$ cat config.mk
export PLATFORM = sky130hd
export DESIGN_NAME = logic_unit
export DESIGN_NICKNAME = d
export VERILOG_FILES = /design/src/rtl/logic_unit_pkg.sv /design/src/rtl/logic_unit_skid_buffer.sv /design/src/rtl/logic_unit.sv
export SDC_FILE = /design/constraint.sdc
export NUM_CORES = 1
export LEC_CHECK = 0
export CORE_MARGIN = 2
export CORE_UTILIZATION = 39
export DETAILED_ROUTE_END_ITERATION = 7
export SYNTH_ARGS = -nofsm -noshare
export SYNTH_HDL_FRONTEND = slang
export SYNTH_SLANG_ARGS = --single-unit
export TNS_END_PERCENT = 30
$ cat constraint.sdc
create_clock -name clock -period 1.9 [get_ports clock]
set_input_delay 0.57 -clock clock [delete_from_list [all_inputs] [get_ports clock]]
set_output_delay 0.57 -clock clock [all_outputs]
set_load 0.05 [all_outputs]
$ cat src/rtl/logic_unit_pkg.sv
// logic_unit_pkg: shared definitions for the registered bitwise logic unit.
//   - opcode constants OP_AND .. OP_NOT_A (3-bit)
//   - skid-buffer state encoding ST_EMPTY / ST_ONE / ST_TWO (2-bit)
//   - logic_eval(): the combinational function of every opcode, evaluated
//     at the maximum operand width (64); callers truncate to their width
//   - parity64(): XOR-reduction helper for the optional result flags
package logic_unit_pkg;

  localparam logic [2:0] OP_AND    = 3'd0;
  localparam logic [2:0] OP_OR     = 3'd1;
  localparam logic [2:0] OP_XOR    = 3'd2;
  localparam logic [2:0] OP_NAND   = 3'd3;
  localparam logic [2:0] OP_NOR    = 3'd4;
  localparam logic [2:0] OP_XNOR   = 3'd5;
  localparam logic [2:0] OP_PASS_A = 3'd6;
  localparam logic [2:0] OP_NOT_A  = 3'd7;

  localparam int MAX_W = 64;

  typedef enum logic [1:0] {
    ST_EMPTY = 2'd0,
    ST_ONE   = 2'd1,
    ST_TWO   = 2'd2
  } state_e;

  // Operands narrower than 64 bits are zero-extended by the caller; the
  // inverted upper bits that NAND/NOR/XNOR/NOT produce are discarded when
  // the caller truncates back to its own width.
  function automatic logic [MAX_W-1:0] logic_eval(input logic [2:0]       op,
                                                  input logic [MAX_W-1:0] a,
                                                  input logic [MAX_W-1:0] b);
    logic [MAX_W-1:0] y;
    case (op)
      OP_AND:    y = a & b;
      OP_OR:     y = a | b;
      OP_XOR:    y = a ^ b;
      OP_NAND:   y = ~(a & b);
      OP_NOR:    y = ~(a | b);
      OP_XNOR:   y = ~(a ^ b);
      OP_PASS_A: y = a;
      OP_NOT_A:  y = ~a;
      default:   y = {MAX_W{1'b0}};
    endcase
    return y;
  endfunction

  // Zero-extension does not change the XOR-reduction, so narrower values
  // can be passed in directly.
  function automatic logic parity64(input logic [MAX_W-1:0] v);
    return ^v;
  endfunction

endpackage

$ cat src/rtl/logic_unit_skid_buffer.sv
// skid_buffer: 2-entry valid/ready pipeline stage (output register OUT plus
// skid register SKID) carrying an opaque payload of PW bits.
//   clock, reset         rising-edge clock, synchronous active-high reset
//   in_valid / in_ready  upstream handshake; in_ready depends on state only
//   in_data  [PW-1:0]    payload captured on an input transfer
//   out_valid/out_ready  downstream handshake
//   out_data [PW-1:0]    payload held stable while out_valid && !out_ready
// RESET_VAL is the value OUT and SKID take on reset.
module skid_buffer
  import logic_unit_pkg::*;
#(
  parameter int            PW        = 11,
  parameter logic [PW-1:0] RESET_VAL = {PW{1'b0}}
) (
  input  logic          clock,
  input  logic          reset,
  input  logic          in_valid,
  output logic          in_ready,
  input  logic [PW-1:0] in_data,
  output logic          out_valid,
  input  logic          out_ready,
  output logic [PW-1:0] out_data
);

  state_e        state_r;
  state_e        state_s;
  logic          in_ready_r;
  logic          out_valid_r;
  logic [PW-1:0] out_data_r;
  logic [PW-1:0] skid_data_r;
  logic          accept_s;
  logic          drain_s;
  logic          load_out_in_s;
  logic          load_out_skid_s;
  logic          load_skid_s;

  // in_ready is forced low while reset is held so nothing is accepted in
  // the reset cycle; out_ready never reaches it.
  assign in_ready  = in_ready_r & ~reset;
  assign out_valid = out_valid_r;
  assign out_data  = out_data_r;

  assign accept_s = in_valid & in_ready;
  assign drain_s  = out_valid_r & out_ready;

  // Next-state and register-load selection.
  always_comb begin
    state_s         = state_r;
    load_out_in_s   = 1'b0;
    load_out_skid_s = 1'b0;
    load_skid_s     = 1'b0;
    case (state_r)
      ST_EMPTY: begin
        if (accept_s) begin
          state_s       = ST_ONE;
          load_out_in_s = 1'b1;
        end else begin
          state_s = ST_EMPTY;
        end
      end
      ST_ONE: begin
        if (accept_s && drain_s) begin
          state_s       = ST_ONE;
          load_out_in_s = 1'b1;
        end else if (accept_s) begin
          state_s     = ST_TWO;
          load_skid_s = 1'b1;
        end else if (drain_s) begin
          state_s = ST_EMPTY;
        end else begin
          state_s = ST_ONE;
        end
      end
      ST_TWO: begin
        if (drain_s) begin
          state_s         = ST_ONE;
          load_out_skid_s = 1'b1;
        end else begin
          state_s = ST_TWO;
        end
      end
      default: begin
        state_s = ST_EMPTY;
      end
    endcase
  end

  // State, registered handshake outputs and payload storage.
  always_ff @(posedge clock) begin
    if (reset) begin
      state_r     <= ST_EMPTY;
      in_ready_r  <= 1'b1;
      out_valid_r <= 1'b0;
      out_data_r  <= RESET_VAL;
      skid_data_r <= RESET_VAL;
    end else begin
      state_r     <= state_s;
      in_ready_r  <= (state_s != ST_TWO);
      out_valid_r <= (state_s != ST_EMPTY);
      if (load_out_in_s) begin
        out_data_r <= in_data;
      end else if (load_out_skid_s) begin
        out_data_r <= skid_data_r;
      end
      if (load_skid_s) begin
        skid_data_r <= in_data;
      end
    end
  end

endmodule

$ cat src/rtl/logic_unit.sv
// logic_unit: registered two-operand bitwise logic unit with valid/ready
// handshake on both sides and a 2-entry skid buffer.
//   clock, reset           rising-edge clock, synchronous active-high reset
//   in_valid / in_ready    upstream handshake
//   in_a, in_b [WIDTH-1:0] operands (in_b ignored for PASS_A / NOT_A)
//   in_op [2:0]            opcode, see logic_unit_pkg
//   out_valid / out_ready  downstream handshake
//   out_y [WIDTH-1:0]      result, out_op [2:0] opcode that produced it
//   count [COUNT_W-1:0]    saturating number of delivered results
// Optional macro LOGIC_UNIT_FLAGS_EN adds out_zero (out_y == 0) and
// out_parity (^out_y), carried through the buffer with the result.
module logic_unit
  import logic_unit_pkg::*;
#(
  parameter int WIDTH   = 8,
  parameter int COUNT_W = 16
) (
  input  logic               clock,
  input  logic               reset,
  input  logic               in_valid,
  output logic               in_ready,
  input  logic [WIDTH-1:0]   in_a,
  input  logic [WIDTH-1:0]   in_b,
  input  logic [2:0]         in_op,
  output logic               out_valid,
  input  logic               out_ready,
  output logic [WIDTH-1:0]   out_y,
  output logic [2:0]         out_op,
  output logic [COUNT_W-1:0] count
`ifdef LOGIC_UNIT_FLAGS_EN
  ,
  output logic               out_zero,
  output logic               out_parity
`endif
);

`ifdef LOGIC_UNIT_FLAGS_EN
  localparam int FLAG_W = 2;
`else
  localparam int FLAG_W = 0;
`endif
  localparam int PW = WIDTH + 3 + FLAG_W;

  // Payload layout, MSB first: [zero, parity,] op, y.
`ifdef LOGIC_UNIT_FLAGS_EN
  localparam logic [PW-1:0] RESET_VAL = {1'b1, 1'b0, 3'b000, {WIDTH{1'b0}}};
`else
  localparam logic [PW-1:0] RESET_VAL = {3'b000, {WIDTH{1'b0}}};
`endif

  logic [WIDTH-1:0]   y_s;
  logic [PW-1:0]      in_data_s;
  logic [PW-1:0]      out_data_s;
  logic               drain_s;
  logic [COUNT_W-1:0] count_r;

  assign y_s = WIDTH'(logic_eval(in_op, MAX_W'(in_a), MAX_W'(in_b)));

`ifdef LOGIC_UNIT_FLAGS_EN
  assign in_data_s = {(y_s == {WIDTH{1'b0}}), parity64(MAX_W'(y_s)), in_op, y_s};
  assign out_zero   = out_data_s[WIDTH+4];
  assign out_parity = out_data_s[WIDTH+3];
`else
  assign in_data_s = {in_op, y_s};
`endif

  assign out_y  = out_data_s[WIDTH-1:0];
  assign out_op = out_data_s[WIDTH+2:WIDTH];

  skid_buffer #(
    .PW        (PW),
    .RESET_VAL (RESET_VAL)
  ) u_skid (
    .clock     (clock),
    .reset     (reset),
    .in_valid  (in_valid),
    .in_ready  (in_ready),
    .in_data   (in_data_s),
    .out_valid (out_valid),
    .out_ready (out_ready),
    .out_data  (out_data_s)
  );

  assign drain_s = out_valid & out_ready;
  assign count   = count_r;

  // Delivered-result counter, holding at all-ones instead of wrapping.
  always_ff @(posedge clock) begin
    if (reset) begin
      count_r <= {COUNT_W{1'b0}};
    end else if (drain_s && (count_r != {COUNT_W{1'b1}})) begin
      count_r <= count_r + {{(COUNT_W-1){1'b0}}, 1'b1};
    end
  end

endmodule

==> results.yml <==
critical_path:
  path_depth: 7
  end_kind: "register"
  path_class: "in2reg"
  critPathTopFamily: "multiplexers"
  r2r_cells: 5
  path_cells: "dlygate4sd2_1 -> buf_4 -> ha_2 -> mux2_4 -> mux4_2 -> nor2_2 -> a211oi_1"
  slowest_delay_ns: 0.49
  start_kind: "primary input"
  r2r_slack_ns: 0.25
  path_buf_inv: 2
  cp.arrival_ns: 2.06
  cp_slowest_cell: "mux4_2"
  critPathMaxFanout: 3
  cp.required_ns: 2.07
synth:
  ys_seq_area_share_pct: 29.9
  synth_top_area_cell: "dfxtp_1"
  synth_top_area_share_pct: 29.9
  syn_inst: 298
  ys_async_sr_fraction_pct: 0
  ys_warn_count: 0
  ys_types: 45
  synth.area.top_cells: "dfxtp_1 (30%), mux2i_1 (10%), ha_1 (8.4%), mux4_2 (6.4%), mux2_4 (4.8%)"
  synth_edf_count: 0
  synth_area_per_cell_sq_um: 9.45
  ys_ff_latch: 42
  synthesis.area_sq_um: 2820
  ys.flop_type: "dfxtp_1"
  synth_fp_nets: 340
power_and_ir_drop:
  ir_drop_uv: 348
  swShare_pct: 27.8
  clockPowerShare_pct: 32.1
  powerDensity_nw_per_um2: 542
  p_comb_share_pct: 25.2
  leakage_nw: 1.79
  net-switching-power_mw: 0.610
  power_frac_seq_pct: 42.7
  power_mw: 2.19
  internal_power_mw: 1.58
placed_design:
  place_inst: 469
  hpwl_um: 4670
  routabilityCongestion: 0.764
  io_buffers: 51
  dpl_worst_slack_ns: -0.545
final_layout:
  area_growth_pct: 43.6
  multi_input_area_sq_um: 1930
  instances_no_fill: 483
  fillers: 627
  final_nets: 428
  drive_above_1_share_pct: 39.8
  ff_latch_area_sq_um: 843
  diodes: 0
global_route:
  grt_max_degree: 23
  grt_pass1_wl_um: 10700
  overflow: 0
  grt_usage_pct: 16.8
  antenna_found_initial: 0
  grt_pass1_vias: 2375
routing:
  ant_nets: 0
  wirelength_um: 6350
  route.detailed.drc: 0
  avgViaCountPerCell: 5.11
  routedWlPerCell_um: 13.1
  vias: 2470
  drt_pre_antenna_iters: 4
  drtIter0Drc: 85
clock_network:
  cts_inserted_buffers: 5
  cts_root_buf: "clkbuf_8"
  holdBufCountCts: 0
  clockBufferDepth: 2
  cts_tree: "built"
  path_clk_slew_ns: 0.08
  insertion_delay_ns: 0.29
  cts.sink_count: 42
  htree_levels: 2
sta:
  fin_crit_ns: 1.89
  worstMarginPinSlew_ns: 0.341
  fin_hold_ws_ns: 0.457
  hold_viol_final: 0
  final.period_utilization_pct: 99.5
  tns_ns: 0
  fmax_mhz: 529
  setup_violations: 0
  rsz0062_at_grt: "true"
  setup_ws_ns: 0.00970
  max_slew_margin_pct: 77.2
  maxSlewViolCount: 0
  skew_ns: 0.00561
hold_path:
  hold_depth: 2
  min_path_type: "reg2reg"
status:
  outcome: "finished, final reports clean"
floorplanning:
  dieHeight_um: 89.0
  num_rows: 30
  die_x_um: 89.0
  coreArea_sq_um: 6910
  io-pin-count: 52
  initial_core_util_pct: 40.8
  dieArea_sq_um: 7920
job:
  maxCapViolCount: 0
==> worst min-delay path, stage by stage (launching register included) <==
cell     delay [ns]
dfxtp_1        0.31
nand2_1        0.05
a21oi_1        0.05
==> cells in the final DEF (no fill, tap or decap), types with 2 or more instances in the layout <==
cell type | netlist | layout
inv_1 | 20 | 14
a211oi_1 | 12 | 12
nand4_1 | 3 | 3
dfxtp_1 | 42 | 40
nand3_1 | 4 | 4
o31ai_1 | 5 | 5
o21ai_0 | 12 | 11
clkdlybuf4s50_1 | 0 | 3
nand2_1 | 20 | 19
a21oi_1 | 13 | 13
or3_1 | 2 | 2
dlygate4sd2_1 | 0 | 17
a21oi_2 | 3 | 3
inv_2 | 0 | 6
nor2_1 | 32 | 26
nor2b_1 | 5 | 4
mux4_2 | 8 | 8
nor2_2 | 0 | 6
ha_2 | 0 | 7
buf_6 | 3 | 2
buf_4 | 3 | 61
or4_1 | 6 | 6
clkbuf_8 | 0 | 5
mux2_4 | 9 | 9
mux2_2 | 11 | 11
mux2i_1 | 29 | 29
ha_4 | 0 | 6
nand2_2 | 1 | 2
dfxtp_2 | 0 | 2
nand3b_1 | 4 | 4
and4_4 | 1 | 2
buf_12 | 0 | 13
ha_1 | 19 | 6
==> Yosys cell counts, types with 2 or more instances <==
library cell   n
dfxtp_1       42
nor2_1        32
mux2i_1       29
inv_1         20
nand2_1       20
ha_1          19
a21oi_1       13
a211oi_1      12
o21ai_0       12
mux2_2        11
mux2_4         9
clkbuf_1       8
mux4_2         8
or4_1          6
nor2b_1        5
o31ai_1        5
nand3_1        4
nand3b_1       4
a21oi_2        3
buf_2          3
buf_4          3
buf_6          3
nand4_1        3
and3b_1        2
or3_1          2
==> path summary, 6_finish.rpt <==
kind / from / to
setup / recovery: in_a[5] / u_skid.out_data[5]
hold / removal: u_skid.skid_data_r[9] / u_skid.skid_data_r[9]
setup reg to reg: count[4] / count[0]
hold reg to reg: u_skid.skid_data_r[9] / u_skid.skid_data_r[9]
==> layout make-up <==
cell class	count	share of cell area (%)
Tap cell	96	2.97
Multi-Input combinational cell	218	47.6
Inverter	20	1.86
Clock inverter	2	0.928
Timing Repair Buffer	99	24.0
Sequential cell	42	20.8
Clock buffer	6	1.79
==> per-layer routing <==
layer	vias up	GRT usage, %	part of all wire (%)
li1	1259	-	-
met1	1173	20.4	45
met2	36	31.3	52
met3	2	2.59	2.7
met4	0	3.39	0.54
met5	-	0	0
==> cell families after synthesis <==
family                     share of synthesized area [%]
buffers and inverters                               6.40
adders and majority gates                           8.44
AOI/OAI and AO/OA                                   12.8
DFF                                                 29.9
muxes                                               25.9
and+or+nand+nor                                     16.6
==> sequential cells by signal, summed over array words and instances (netlist names) <==
signal	flops
u_skid.state_r	2
u_skid.out_valid	1
u_skid.skid_data_r	11
u_skid.in_ready_r	1
count	16
u_skid.out_data	11
==> power by group through the flow <==
stage          Sequential (mW)  Combinational, mW  Clock [mW]
2_1_floorplan             1.03              0.250           0
5_1_grt                  0.941              0.601       0.761
6_report                 0.937              0.552       0.703
3_5_place_dp             0.958              0.519           0
3_3_place_gp             0.957              0.507           0
4_1_cts                  0.937              0.542       0.726
==> metrics by stage <==
step / cell area (sq um) / utilization [%]
floorplan: 2820 / -
global placement: 3750 / 54.3
detailed placement: 3750 / 54.3
CTS: 3980 / 57.6
global route: 4050 / 58.6
finish: 4050 / 58.6
==> timing repair <==
action	in CTS	in global routing
pin swaps	14	7
gates resized for setup	33	22
setup endpoints to repair	17	18
gates cloned	1	0
setup buffers	5	0
endpoints found under the hold margin	0	0
(Power assumes the default switching activity.)
